**src/rtl/control_unit.sv**
```systemverilog
// Instruction sequencer: fetches mem[PC], decodes it into datapath controls and
// retires one instruction per FETCH_WAIT+1 cycles, with flag latches and halt handling.
module control_unit #(
    parameter int FETCH_WAIT      = 1,
    parameter bit HALT_ON_ILLEGAL = 1'b1
) (
    input  logic        clock,
    input  logic        resetn,
    input  logic        run,
    input  logic [15:0] current_instruction,
    input  logic [15:0] signflag,
    input  logic [15:0] zeroflag,
    input  logic [15:0] errorbit,
    output logic        program_counter_increment,
    output logic [3:0]  alu_op,
    output logic [3:0]  alu_a_select,
    output logic [3:0]  alu_b_select,
    output logic        alu_a_source,
    output logic        alu_b_source,
    output logic [15:0] alu_a_altern,
    output logic [15:0] alu_b_altern,
    output logic [3:0]  alu_out_select,
    output logic [1:0]  alu_load_src,
    output logic        alu_store_to_mem,
    output logic        alu_store_to_stk,
    output logic [3:0]  vga_color_select,
    output logic [3:0]  vga_coord_select,
    output logic        vga_plot,
    output logic        halted,
    output logic        illegal_op,
    output logic [15:0] instr_count
);

    typedef enum logic [1:0] {
        IDLE  = 2'd0,
        FETCH = 2'd1,
        EXEC  = 2'd2,
        HALT  = 2'd3
    } state_t;

    typedef struct packed {
        logic        inc;
        logic [3:0]  op;
        logic [3:0]  a_sel;
        logic [3:0]  b_sel;
        logic        a_src;
        logic        b_src;
        logic [15:0] a_alt;
        logic [15:0] b_alt;
        logic [3:0]  out_sel;
        logic [1:0]  load_src;
        logic        store;
        logic [3:0]  color_sel;
        logic [3:0]  coord_sel;
        logic        plot;
    } ctrl_t;

    localparam logic [2:0] LAST_FETCH = 3'(FETCH_WAIT - 1);

    state_t      state_q;
    logic [2:0]  cnt_q;
    logic [15:0] ir_q;
    logic        z_q;
    logic        n_q;
    logic        halted_q;
    logic        illegal_q;
    logic [15:0] instr_count_q;
    ctrl_t       ctrl_q;
    ctrl_t       ctrl_d;

    logic [3:0]  op_s;
    logic [3:0]  rd_s;
    logic [3:0]  ra_s;
    logic [3:0]  rb_s;
    logic [7:0]  imm_s;
    logic [3:0]  ir_op_s;
    logic        ir_halt_s;
    logic        ir_illegal_s;
    logic        ir_sets_flags_s;
    logic        unused_s;

    assign op_s  = current_instruction[15:12];
    assign rd_s  = current_instruction[11:8];
    assign ra_s  = current_instruction[7:4];
    assign rb_s  = current_instruction[3:0];
    assign imm_s = current_instruction[7:0];

    assign ir_op_s         = ir_q[15:12];
    assign ir_illegal_s    = HALT_ON_ILLEGAL && (ir_op_s == 4'hD);
    assign ir_halt_s       = (ir_op_s == 4'hF) || ir_illegal_s;
    assign ir_sets_flags_s = (ir_op_s >= 4'h1) && (ir_op_s <= 4'h6);

    assign unused_s = ^{signflag[15:1], zeroflag[15:1], errorbit[15:1]};

    // Decode the fetched word into the control set that EXEC will present.
    always_comb begin
        ctrl_d     = '0;
        ctrl_d.inc = 1'b1;
        case (op_s)
            4'h1, 4'h2, 4'h3, 4'h4, 4'h5: begin
                ctrl_d.op       = op_s;
                ctrl_d.a_sel    = ra_s;
                ctrl_d.b_sel    = rb_s;
                ctrl_d.out_sel  = rd_s;
                ctrl_d.load_src = 2'b01;
            end
            4'h6: begin
                ctrl_d.op       = 4'h1;
                ctrl_d.a_sel    = rd_s;
                ctrl_d.b_src    = 1'b1;
                ctrl_d.b_alt    = {{8{imm_s[7]}}, imm_s};
                ctrl_d.out_sel  = rd_s;
                ctrl_d.load_src = 2'b01;
            end
            4'h7: begin
                ctrl_d.a_src    = 1'b1;
                ctrl_d.a_alt    = {8'h00, imm_s};
                ctrl_d.out_sel  = rd_s;
                ctrl_d.load_src = 2'b01;
            end
            4'h8: begin
                ctrl_d.a_sel    = ra_s;
                ctrl_d.out_sel  = rd_s;
                ctrl_d.load_src = 2'b10;
            end
            4'h9: begin
                ctrl_d.a_sel   = ra_s;
                ctrl_d.out_sel = rd_s;
                ctrl_d.store   = 1'b1;
            end
            4'hA: begin
                ctrl_d.a_sel    = ra_s;
                ctrl_d.load_src = 2'b01;
            end
            4'hB: begin
                if (z_q) begin
                    ctrl_d.a_sel    = ra_s;
                    ctrl_d.load_src = 2'b01;
                end else begin
                    ctrl_d.inc = 1'b1;
                end
            end
            4'hC: begin
                if (n_q) begin
                    ctrl_d.a_sel    = ra_s;
                    ctrl_d.load_src = 2'b01;
                end else begin
                    ctrl_d.inc = 1'b1;
                end
            end
            4'hD: begin
                if (HALT_ON_ILLEGAL) begin
                    ctrl_d.inc = 1'b0;
                end else begin
                    ctrl_d.inc = 1'b1;
                end
            end
            4'hE: begin
                ctrl_d.color_sel = rd_s;
                ctrl_d.coord_sel = ra_s;
                ctrl_d.plot      = 1'b1;
            end
            4'hF: ctrl_d.inc = 1'b0;
            default: ctrl_d.inc = 1'b1;
        endcase
        // A register write to r0 is a PC write, so the PC must not also advance.
        ctrl_d.inc = ctrl_d.inc & ~((ctrl_d.load_src != 2'b00) && (ctrl_d.out_sel == 4'h0));
    end

    // Sequencer FSM with registered controls, flag latches and retire counter.
    always_ff @(posedge clock or negedge resetn) begin
        if (!resetn) begin
            state_q       <= IDLE;
            cnt_q         <= 3'd0;
            ir_q          <= 16'h0000;
            z_q           <= 1'b0;
            n_q           <= 1'b0;
            halted_q      <= 1'b0;
            illegal_q     <= 1'b0;
            instr_count_q <= 16'h0000;
            ctrl_q        <= '0;
        end else begin
            case (state_q)
                IDLE: begin
                    ctrl_q <= '0;
                    cnt_q  <= 3'd0;
                    if (run) begin
                        state_q <= FETCH;
                    end
                end
                FETCH: begin
                    if (cnt_q == LAST_FETCH) begin
                        ir_q    <= current_instruction;
                        ctrl_q  <= ctrl_d;
                        cnt_q   <= 3'd0;
                        state_q <= EXEC;
                    end else begin
                        cnt_q <= cnt_q + 3'd1;
                    end
                end
                EXEC: begin
                    ctrl_q        <= '0;
                    cnt_q         <= 3'd0;
                    instr_count_q <= instr_count_q + 16'd1;
                    if (ir_sets_flags_s) begin
                        z_q <= zeroflag[0];
                        n_q <= signflag[0];
                    end
                    if (ir_halt_s || errorbit[0]) begin
                        state_q   <= HALT;
                        halted_q  <= 1'b1;
                        illegal_q <= illegal_q | ir_illegal_s;
                    end else if (run) begin
                        state_q <= FETCH;
                    end else begin
                        state_q <= IDLE;
                    end
                end
                HALT: begin
                    ctrl_q   <= '0;
                    halted_q <= 1'b1;
                end
                default: begin
                    ctrl_q  <= '0;
                    state_q <= IDLE;
                end
            endcase
        end
    end

    assign program_counter_increment = ctrl_q.inc;
    assign alu_op                    = ctrl_q.op;
    assign alu_a_select              = ctrl_q.a_sel;
    assign alu_b_select              = ctrl_q.b_sel;
    assign alu_a_source              = ctrl_q.a_src;
    assign alu_b_source              = ctrl_q.b_src;
    assign alu_a_altern              = ctrl_q.a_alt;
    assign alu_b_altern              = ctrl_q.b_alt;
    assign alu_out_select            = ctrl_q.out_sel;
    assign alu_load_src              = ctrl_q.load_src;
    assign alu_store_to_mem          = ctrl_q.store;
    assign alu_store_to_stk          = 1'b0;
    assign vga_color_select          = ctrl_q.color_sel;
    assign vga_coord_select          = ctrl_q.coord_sel;
    assign vga_plot                  = ctrl_q.plot;
    assign halted                    = halted_q;
    assign illegal_op                = illegal_q;
    assign instr_count               = instr_count_q;

endmodule

```
**config.mk**
```make
export PLATFORM = sky130hd
export DESIGN_NAME = control_unit
export DESIGN_NICKNAME = d
export VERILOG_FILES = /design/src/rtl/control_unit.sv
export SDC_FILE = /design/constraint.sdc
export NUM_CORES = 1
export LEC_CHECK = 0
export CORE_MARGIN = 4
export CORE_UTILIZATION = 40
export CTS_BUF_LIST = sky130_fd_sc_hd__clkbuf_2
export CTS_CLUSTER_SIZE = 20
export DETAILED_ROUTE_END_ITERATION = 16
export HOLD_SLACK_MARGIN = 0.1
export PLACE_DENSITY = 0.74
export SYNTH_ARGS = -nofsm -noshare
export SYNTH_HDL_FRONTEND = slang
export SYNTH_SLANG_ARGS = --single-unit
export TNS_END_PERCENT = 5
```
**constraint.sdc**
```tcl
create_clock -name clock -period 1.9 [get_ports clock]
set_input_delay 0.285 -clock clock [delete_from_list [all_inputs] [get_ports clock]]
set_output_delay 0.285 -clock clock [all_outputs]
set_load 0.01 [all_outputs]
```
==> key figures <==
Outcome
  – Result of the run: finished, final reports clean

Worst setup path
  – Setup Crit Path Kind: reg2out
  – Bufs and invs on worst path: 1
  – Largest incremental delay on the critical path: about 0.55 ns
  – Kind of capture point of the worst setup path: output pin
  – Type of element launching the critical path: flip-flop
  – Worst EP required: 1.62 ns
  – Family with the most delay on the worst path: buffers and inverters
  – Crit path launch: instr_count[3]$_DFFE_PN0P_
  – Startpoint of the worst-slack reg-to-reg timing path: state_q[0]$_DFFE_PN0P_
  – Ordered cell list for the critical path: clkdlybuf4s50_1
  – Worst-path fanout max: 6
  – Arrival @ worst endpoint: between 1.5 and 2 ns
  – Cell type of the slowest stage on the worst timing path: sky130_fd_sc_hd__clkdlybuf4s50_1

Floorplan
  – Starting utilization of the core area: 41.5%
  – Horizontal extent of the die: 101 µm
  – Die Footprint: 10100 µm²
  – Cell Rows: 33
  – Number of top-level pins: 149
  – Core outline area: 8260 µm²
  – Die span in y: a little over 100 µm

Detailed routing
  – Avg Vias per Cell: 5.15
  – Sum of routed wire length over all layers: just over 8000 µm
  – Number of iterations in the first detailed-routing pass: 4
  – Detail Route Antenna Nets: 0
  – DR WL/cell: between 15 and 20 µm
  – Routed via count: around 2700
  – Remaining routing DRC violations: 0
  – Violation count after the first detailed-route iteration: around 120

Place
  – DP Area: 4550 µm²
  – Buffers added on ports: 94
  – Post-detailed-placement half-perimeter wirelength: 5870 µm
  – GPL Wtd Cong: about 0.80

Finish
  – Share of cells above drive strength 1: 14.4%
  – Relative area change from synthesis to final layout: 38.8%
  – Total non-filler cell area in the finished layout: 4760 µm²
  – Filler instances: ~720
  – Most common library cell in the layout ignoring fill and taps: sky130_fd_sc_hd__clkdlybuf4s50_1
  – Top library cells by usage in the layout, fill and taps aside: 83 x sky130_fd_sc_hd__clkdlybuf4s50_1, 73 x sky130_fd_sc_hd__dfrtp_1, 34 x sky130_fd_sc_hd__a22o_1, 22 x sky130_fd_sc_hd__nand2_1, 19 x sky130_fd_sc_hd__buf_4
  – Net total in the final layout: 482
  – Number of antenna repair diodes: 0

Timing
  – Share of the clock period used by the worst path: between 90% and 100%
  – Number of endpoints with negative hold slack in the final report: 0
  – Max Freq: 558 MHz
  – Final setup violating endpoints: 0
  – Setup repair after global routing missed its margin: yes
  – Setup TNS: 0 ns
  – Clock Skews: approximately 0.014 ns
  – Clock period minus final worst setup slack: about 1.8 ns
  – Final max-slew violation count: 0

Clocking
  – # clock sinks: 76
  – Clock transition at the registers of the reported paths: 0.20 ns
  – Number of buffers created by CTS: 9
  – Max Root-Sink Buffers: 2
  – Library cell used as clock root buffer: sky130_fd_sc_hd__clkbuf_2
  – Skew-Pair Late Insertion Delay: roughly 0.49 ns
  – H-tree lvl count: 3
  – CTS tree: yes

Power and ir drop
  – Ratio of total power to cell area: 927 nW/µm²
  – Total leakage power: 2.34 nW
  – Max IR drop VDD: 509 µV

Synthesis
  – Share of the yosys chip area belonging to registers: 55.5%
  – Mean instance size in the synthesized netlist: 11.5 µm²
  – Yosys warnings: 0
  – Total of flip-flops plus latches after synthesis: 76
  – Post-synthesis instance total: ~300
  – Area of the mapped netlist: 3430 µm²
  – Synth cell types: 40

GRT
  – Initial antenna violation count: 0
  – Wire length of the first global-routing pass: 13600 µm
  – Number of global-route vias before repair: 2621
  – Largest net degree at the start of global routing: 49
  – Overflow after GRT: 0
  – Global routing usage summed across all routing layers: 17.0%

Min path
  – Hold Crit Class: in2async

Job
  – Number of maximum-capacitance constraint violations: 0
## power breakdown
group,switching (mW),internal (mW),leakage (nW),total [mW]
Combinational,0.655,0.706,1.25,1.36
Clock,0.545,0.431,0.0794,0.976
Sequential,0.215,1.86,1.02,2.07
## cell usage after synthesis
| cell type | count | area share (%) |
|---|---|---|
| sky130_fd_sc_hd__o22ai_1 | 1 | 0.18 |
| sky130_fd_sc_hd__inv_1 | 14 | 1.5 |
| sky130_fd_sc_hd__mux2_2 | 5 | 1.6 |
| sky130_fd_sc_hd__a21boi_0 | 1 | 0.22 |
| sky130_fd_sc_hd__conb_1 | 1 | 0.11 |
| sky130_fd_sc_hd__nand3b_1 | 1 | 0.22 |
| sky130_fd_sc_hd__a22o_1 | 34 | 8.7 |
| sky130_fd_sc_hd__a22oi_1 | 4 | 0.88 |
| sky130_fd_sc_hd__nand2_1 | 22 | 2.4 |
| sky130_fd_sc_hd__clkbuf_1 | 1 | 0.11 |
| sky130_fd_sc_hd__nor2_1 | 10 | 1.1 |
| sky130_fd_sc_hd__nand3b_4 | 1 | 0.58 |
| sky130_fd_sc_hd__nor3_1 | 9 | 1.3 |
| sky130_fd_sc_hd__buf_4 | 17 | 3.7 |
| sky130_fd_sc_hd__buf_6 | 1 | 0.33 |
| sky130_fd_sc_hd__o31ai_1 | 1 | 0.22 |
| sky130_fd_sc_hd__xnor2_1 | 10 | 2.6 |
| sky130_fd_sc_hd__a31o_2 | 1 | 0.26 |
| sky130_fd_sc_hd__nor4_4 | 2 | 1.2 |
| sky130_fd_sc_hd__nand3_1 | 9 | 1.3 |
| sky130_fd_sc_hd__buf_2 | 9 | 1.3 |
| sky130_fd_sc_hd__nor2_2 | 1 | 0.18 |
| sky130_fd_sc_hd__and3_1 | 6 | 1.1 |
| sky130_fd_sc_hd__nor4b_1 | 1 | 0.26 |
| sky130_fd_sc_hd__nand4_1 | 3 | 0.55 |
| sky130_fd_sc_hd__xor2_1 | 6 | 1.5 |
| sky130_fd_sc_hd__o211ai_1 | 2 | 0.44 |
| sky130_fd_sc_hd__a21o_1 | 4 | 0.88 |
| sky130_fd_sc_hd__ha_1 | 8 | 2.9 |
| sky130_fd_sc_hd__nand2b_1 | 2 | 0.37 |
| sky130_fd_sc_hd__o21ai_0 | 17 | 2.5 |
| sky130_fd_sc_hd__a21oi_1 | 7 | 1.0 |
| sky130_fd_sc_hd__and2_1 | 1 | 0.18 |
| sky130_fd_sc_hd__nor4_2 | 1 | 0.37 |
| sky130_fd_sc_hd__nor4_1 | 3 | 0.55 |
| sky130_fd_sc_hd__nor2b_1 | 4 | 0.73 |
| sky130_fd_sc_hd__dfrtp_1 | 76 | 55 |
| sky130_fd_sc_hd__and2b_2 | 1 | 0.26 |
| sky130_fd_sc_hd__nor3_4 | 1 | 0.47 |
| sky130_fd_sc_hd__nor3_2 | 1 | 0.29 |
## layout make-up
class / instances / area, µm² / area share [%]
Clock inverter: 5 / 77.6 / 1.63
Clock buffer: 10 / 50.0 / 1.05
Multi-Input combinational cell: 189 / 1350 / 28.4
Inverter: 14 / 52.6 / 1.10
Sequential cell: 76 / 1910 / 40.0
Tap cell: 105 / 131 / 2.76
Timing Repair Buffer: 117 / 1190 / 25.0
## metal layers
| metal | track usage (%) | part of all wire (%) |
|---|---|---|
| met5 | 0 | 0 |
| met3 | 3.04 | 4.1 |
| met4 | 6.22 | 1.1 |
| met2 | 26.8 | 50 |
| met1 | 23.6 | 45 |
## flip-flops by register name, indices dropped and copies added, names as in the netlist, 2 cells and up
signal	count
alu_load_src	2
instr_count	16
alu_a_altern	8
vga_color_select	4
cnt_q	3
alu_op	4
state_q	2
alu_b_altern	8
vga_coord_select	4
alu_b_select	4
alu_a_select	4
ir_q	4
alu_out_select	4
## path summary, 6_finish.rpt
check / slack, ns / depth (start not counted) / endpoint
max: 0.11 / 1 / instr_count[3]
min: 0.22 / 2 / alu_b_altern[3]$_DFFE_PN0P_
max reg2reg: 0.12 / 6 / instr_count[11]$_DFFE_PN0P_
min reg2reg: 0.49 / 1 / instr_count[15]$_DFFE_PN0P_
max in group asynchronous: 1.08 / 3 / alu_out_select[3]$_DFFE_PN0P_
min in group clock: 0.35 / 3 / n_q$_DFFE_PN0P_
## repair_timing
| item | in CTS | in global routing |
|---|---|---|
| hold buffers | 1 | 0 |
| endpoints found under the setup margin | 18 | 26 |
| endpoints found under the hold margin | 76 | 0 |
| resized for setup | 3 | 18 |
| buffers inserted | 0 | 0 |
| cloned | 0 | 0 |
## metrics by stage
step / setup slack (ns) / power, mW / util [%] / hold slack [ns] / cells
after detailed placement: -0.0779 / 3.43 / 55.2 / 0.231 / 500
after CTS: 0.0150 / 4.44 / 56.9 / 0.189 / 516
after global routing: -0.0581 / 4.70 / 57.6 / 0.192 / 516
after floorplan: 0.239 / 2.78 / - / -0.0106 / 307
final: 0.109 / 4.41 / 57.6 / 0.221 / 516
after global placement: 0.00764 / 3.38 / 55.2 / 0.229 / 500
## logic make-up after synthesis
| group | after synthesis | share of synthesized area [%] |
|---|---|---|
| buffers and inverters | 42 | 7.01 |
| and+or+nand+nor | 79 | 13.5 |
| muxes | 5 | 1.64 |
| xor gates and xnor gates | 16 | 4.09 |
| DFF | 76 | 55.5 |
| other | 1 | 0.109 |
| adders and majority gates | 8 | 2.92 |
| AOI/OAI and AO/OA | 72 | 15.3 |
(Power assumes the default switching activity.)
==> edit 1 (same flow settings) <==
The 4 states of `state_t` get a Gray code encoding in 2 bits.
--- a/src/rtl/control_unit.sv
+++ b/src/rtl/control_unit.sv
@@ -33,8 +33,8 @@
 
     typedef enum logic [1:0] {
-        IDLE  = 2'd0,
-        FETCH = 2'd1,
-        EXEC  = 2'd2,
-        HALT  = 2'd3
+        IDLE  = 2'b00,
+        FETCH = 2'b01,
+        EXEC  = 2'b11,
+        HALT  = 2'b10
     } state_t;
 
Behaviour: no difference found for any inputs over 10 cycles, from zero or initial values and one cycle with resetn low; not proved beyond that.
==> edit 1 against the original RTL <==
Power grew 6.5%; combinational power is 18% higher; core utilization up 0.94 points; cell area rose by 1.1%; routed wire length rose by 1.6%; worst setup slack worse by 77 ps; synthesized area fell by 1.1%; clock skew increased by 31 ps; fmax fell by 4.1%; sequential cell count unchanged; largest power group unchanged.
==> edit 1: results (changes against the original RTL) <==
| Metric | Value |
|---|---|
| Status | `completed (unchanged)` |
| Library cell used as clock root buffer | `clkbuf_2 (unchanged)` |
| Post-synthesis sequential area ratio | `56.1% (was 55.5%)` |
| Main area contributors after synthesis | `dfrtp_1, a22o_1, buf_4 (unchanged)` |
| Worst EP arrival | `2270 ps (was 1510 ps)` |
| Number of vias after detailed routing | `2,747 (was 2,656)` |
| Clock tree skew after final layout | `45.5 ps (was 14.2 ps)` |
| Cell count after placement | `503 (was 500)` |
| CP max-delay cell | `or4_4 (was clkdlybuf4s50_1)` |
| Number of buffer cells added on primary ports | `94 (unchanged)` |
| Cts-stage hold buffer count | `1 (unchanged)` |
| Total length of routed wires | `8.40 mm (was 8.27 mm)` |
| Crit-path max FO | `3 (was 6)` |
| Wire length per cell after detailed routing | `15.9 um (was 16.0 um)` |
| CTS HTree Levels | `3 (unchanged)` |
| Transition time of the tightest slew-check pin | `632 ps` |
| First-pass GRT wire length | `13.7 mm (was 13.6 mm)` |
| Worst-Skew Late Latency | `530 ps (was 490 ps)` |
| Clock transition at the registers of the reported paths | `250 ps (was 200 ps)` |
| Cells after Synth | `295 (was 299)` |
| Placed cell area | `4570 sq um (was 4550 sq um)` |
| Number of CTS-inserted buffers | `9 (unchanged)` |
| Number of resized instances in the post-cts repair step | `12 (was 3)` |
| Commonest cells in the netlist | `dfrtp_1, a22o_1, nand2_1 (unchanged)` |
| Number of search-and-repair iterations in the first detailed-routing pass | `4 (unchanged)` |
| Routability Congestion | `0.826 (was 0.795)` |
| Detailed-placement wirelength estimate | `6.03 mm (was 5.87 mm)` |
| Max Root-Sink Buffers | `2 (unchanged)` |
| Worst IR Drop VDD | `0.659 mV (was 0.509 mV)` |
| Library cells used by synthesis | `46 (was 40)` |
| Setup Buffers After CTS | `1 (was 0)` |
| Antenna violations before repair | `0 (unchanged)` |
| Flip-flop count of the largest register after layout | `16 (unchanged)` |
| GR Overflow Total | `0 (unchanged)` |
| Crit path max-delay family | `simple AND/OR/NAND/NOR gates (was buffers and inverters)` |
| Number of nets in the layout | `493 (was 482)` |
| Fill cells | `701 (was 723)` |
| Yosys Warn Count | `0 (unchanged)` |
| Leakage dissipation | `0.00234 uW (about the same)` |
| Drt first-iter violations | `108 (was 115)` |
| Critical path launch point | `state_q[0] (was instr_count[3])` |
| Largest net degree at the start of global routing | `35 (was 49)` |
| Pre-CTS worst setup slack | `13.6 ps (was -77.9 ps)` |
| Layout cell share with drive strength beyond 1 | `16.5% (was 14.4%)` |
| Gr usage total | `17.3% (was 17.0%)` |
edit 1: cell count changes after synthesis, sizes merged, moves of 2 or more:
cell | before | now
clkbuf | 1 | 7
mux2 | 5 | 2
or3 | 0 | 3
and3 | 6 | 3
o21ai | 17 | 14
nor3 | 11 | 7
nand2 | 22 | 24
nand3 | 9 | 6
buf | 27 | 22
nor2 | 11 | 8
a22o | 34 | 36
edit 1: report_power, final:
group	switching, uW	leakage (uW)	internal (uW)
clock	594	0.0000781	440
combinational	771	0.00125	842
sequential	187	0.00102	1860
edit 1: cell families after synthesis:
kind of cell / Yosys count / share of synthesized area, %
AOI/OAI and AO/OA: 74 / 16.4
xor gates and xnor gates: 16 / 4.36
adders and majority gates: 8 / 2.95
buffers and inverters: 42 / 6.65
DFF: 76 / 56.1
muxes: 2 / 0.665
other: 1 / 0.111
and+or+nand+nor: 76 / 12.8
edit 1: per-layer routing:
layer	track usage, %	wire, um	up-vias	share of wire [%]
met5	0	0	-	0
met4	6.22	128	0	1.5
met3	2.85	394	12	4.7
met2	27.6	4120	68	49
met1	24.0	3750	1383	45
li1	-	-	1284	-
edit 1: area by class of cell:
| cell class | instances | area [sq um] | area share (%) |
|---|---|---|---|
| timing repair buffer | 133 | 1260 | 26.2 |
| multi-input combinational | 185 | 1330 | 27.6 |
| clock inverter | 6 | 88.8 | 1.85 |
| tap | 105 | 131 | 2.73 |
| clock buffer | 10 | 50.0 | 1.04 |
| sequential | 76 | 1900 | 39.5 |
| inverter | 13 | 48.8 | 1.01 |
edit 1: path summary, 6_finish.rpt:
path	endpoint	slack [ps]	cells past startpoint
worst min-delay path	alu_b_altern[2]	250	2
worst max register to register	instr_count[15]	30	5
worst max-delay path	instr_count[15]	30	5
min in group clock	n_q	330	3
max in group asynchronous	alu_a_select[3]	940	3
worst min register to register	illegal_op	500	1
==> edit 2 (same flow settings) <==
Made on the original files. Set the parameter `HALT_ON_ILLEGAL` to 1'b0 (it was 1'b1).
--- a/src/rtl/control_unit.sv
+++ b/src/rtl/control_unit.sv
@@ -3,5 +3,5 @@
 module control_unit #(
     parameter int FETCH_WAIT      = 1,
-    parameter bit HALT_ON_ILLEGAL = 1'b1
+    parameter bit HALT_ON_ILLEGAL = 1'b0
 ) (
     input  logic        clock,
Check against the original RTL: not equivalent (a bounded check fails within 4 cycles, from zero or initial values and one cycle with resetn low).
==> edit 2 against the original RTL <==
Sequential share of layout area fell by 0.86 points; routed wire length down 2.0%; worst setup slack improved by 2.7 ps; clock skew up 11 ps; sequential cell count is 1 lower; first-iteration DRC count is 5.2% higher; synthesized area is 3.5% higher; count of clock-buffer cells in the layout unchanged; hold slack better by 51 ps; cell area rose by 0.84%; power down 0.66%; highest routed layer unchanged.
==> edit 2: results (changes against the original RTL) <==
| Metric | Value |
|---|---|
| Share of the synthesized area in compound gates (AO/OA/AOI/OAI) | `14.8% (was 15.3%)` |
| Fraction of synthesized area in multiplexers | `2.19% (was 1.64%)` |
| Post-synthesis sequential area ratio | `52.9% (was 55.5%)` |
| Number of buffer cells added on primary ports | `93 (was 94)` |
| Synth-to-layout area growth | `35.3% (was 38.8%)` |
| Met2 WL | `3.83 mm (was 4.13 mm)` |
| Number of global-route vias before repair | `2,700 (was 2,621)` |
| Library cells used by synthesis | `47 (was 40)` |
| Xor-xnor portion of the synthesized cell area | `3.95% (was 4.09%)` |
| Detailed-placement wirelength estimate | `5.94 mm (was 5.87 mm)` |
| Met1 track demand over resource in global routing | `21.8% (was 23.6%)` |
| Vias per std cell | `5.03 (was 5.15)` |
| Area occupied by multi-input gates | `1460 sq um (was 1350 sq um)` |
| First-pass GRT wire length | `13.4 mm (was 13.6 mm)` |
| Largest net degree at the start of global routing | `42 (was 49)` |
| Non-clk bufs | `118 (was 117)` |
| Worst IR Drop VDD | `0.358 mV (was 0.509 mV)` |
| Leakage dissipation | `0.00231 uW (was 0.00234 uW)` |
| Met3 capacity usage during global routing | `4.71% (was 3.04%)` |
| Clock tree skew after final layout | `24.8 ps (was 14.2 ps)` |
| ClkCell Share | `2.69% (was 2.68%)` |
| Placed cell area | `4630 sq um (was 4550 sq um)` |
| Adder-cell share of the synthesized area | `2.82% (was 2.92%)` |
| Inverters, non-clock | `11 (was 14)` |
| GR Util met2 | `26.1% (was 26.8%)` |
| Seq cells | `75 (was 76)` |
| Length of routed met3 wiring | `637 um (was 341 um)` |
| Fraction of area in registers | `39.2% (was 40.0%)` |
| Status | `completed (unchanged)` |
| Main area contributors after synthesis | `dfrtp_1, a22o_1, buf_4 (unchanged)` |
| Layout multi-input combinational cell count | `210 (was 189)` |
| Drt first-iter violations | `121 (was 115)` |
| Routed metal-1 wire length | `3.58 mm (was 3.70 mm)` |
| Pre-CTS worst setup slack | `3.80 ps (was -77.9 ps)` |
| Fill cells | `771 (was 723)` |
| Layout cell share with drive strength beyond 1 | `14.0% (was 14.4%)` |
| Routability Congestion | `0.749 (was 0.795)` |
| Number of nets in the layout | `500 (was 482)` |
[edit 2: cell count changes after synthesis, moves of 4 or more]
cell,change
a21boi_0,+5
a22o_1,-14
a22oi_1,+9
and2_1,+4
buf_2,-4
clkbuf_1,+7
nor2b_1,+8
[edit 2: cell families (layout without fill, tap and decap cells)]
family                   count (synthesis)  count (layout)
other                                    1              10
AND/OR/NAND/NOR                         97              97
flip-flops                              75              75
XOR/XNOR                                16              16
AO/OA/AOI/OAI                           72              72
multiplexers                             7               7
adder cells (fa/ha/maj)                  8               8
buffers and inverters                   44             144
[edit 2: worst paths after layout]
| path | from | to | slack (ps) | depth (start not counted) |
|---|---|---|---|---|
| max in group asynchronous | resetn | alu_a_select[0] | 1050 | 3 |
| worst min register to register | instr_count[15] | instr_count[15] | 490 | 1 |
| worst min-delay path | resetn | instr_count[11] | 270 | 2 |
| worst max-delay path | alu_b_altern[14] | alu_b_altern[15] | 110 | 1 |
| min in group clock | signflag[0] | n_q | 360 | 3 |
| worst max register to register | state_q[0] | z_q | 150 | 6 |
[edit 2: per-stage QoR]
stage	utilization [%]	std cells
floorplan	-	329
global placement	53.4	521
detailed placement	53.4	521
CTS	55.0	537
global route	55.3	537
finish	55.3	537
[edit 2: report_power, final]
part	internal, uW	total [uW]	leakage (uW)	switching [uW]
Combinational	738	1370	0.00122	628
Clock	433	969	0.0000817	536
Sequential	1830	2050	0.00100	215
Total	3000	4380	0.00231	1380
[edit 2: worst register-to-register path: stages (launching register included)]
cell and delay, ps:
dfrtp_1 470, inv_1 110, ha_1 220, inv_1 80
nor4_1 300, buf_4 170, mux2_2 320
[edit 2: what timing repair did]
item | in CTS | in global routing
gates resized for setup | 1 | 12
hold endpoints to repair | 51 | 0
hold buffers | 1 | 0
setup endpoints to repair | 9 | 15
gates cloned | 0 | 0
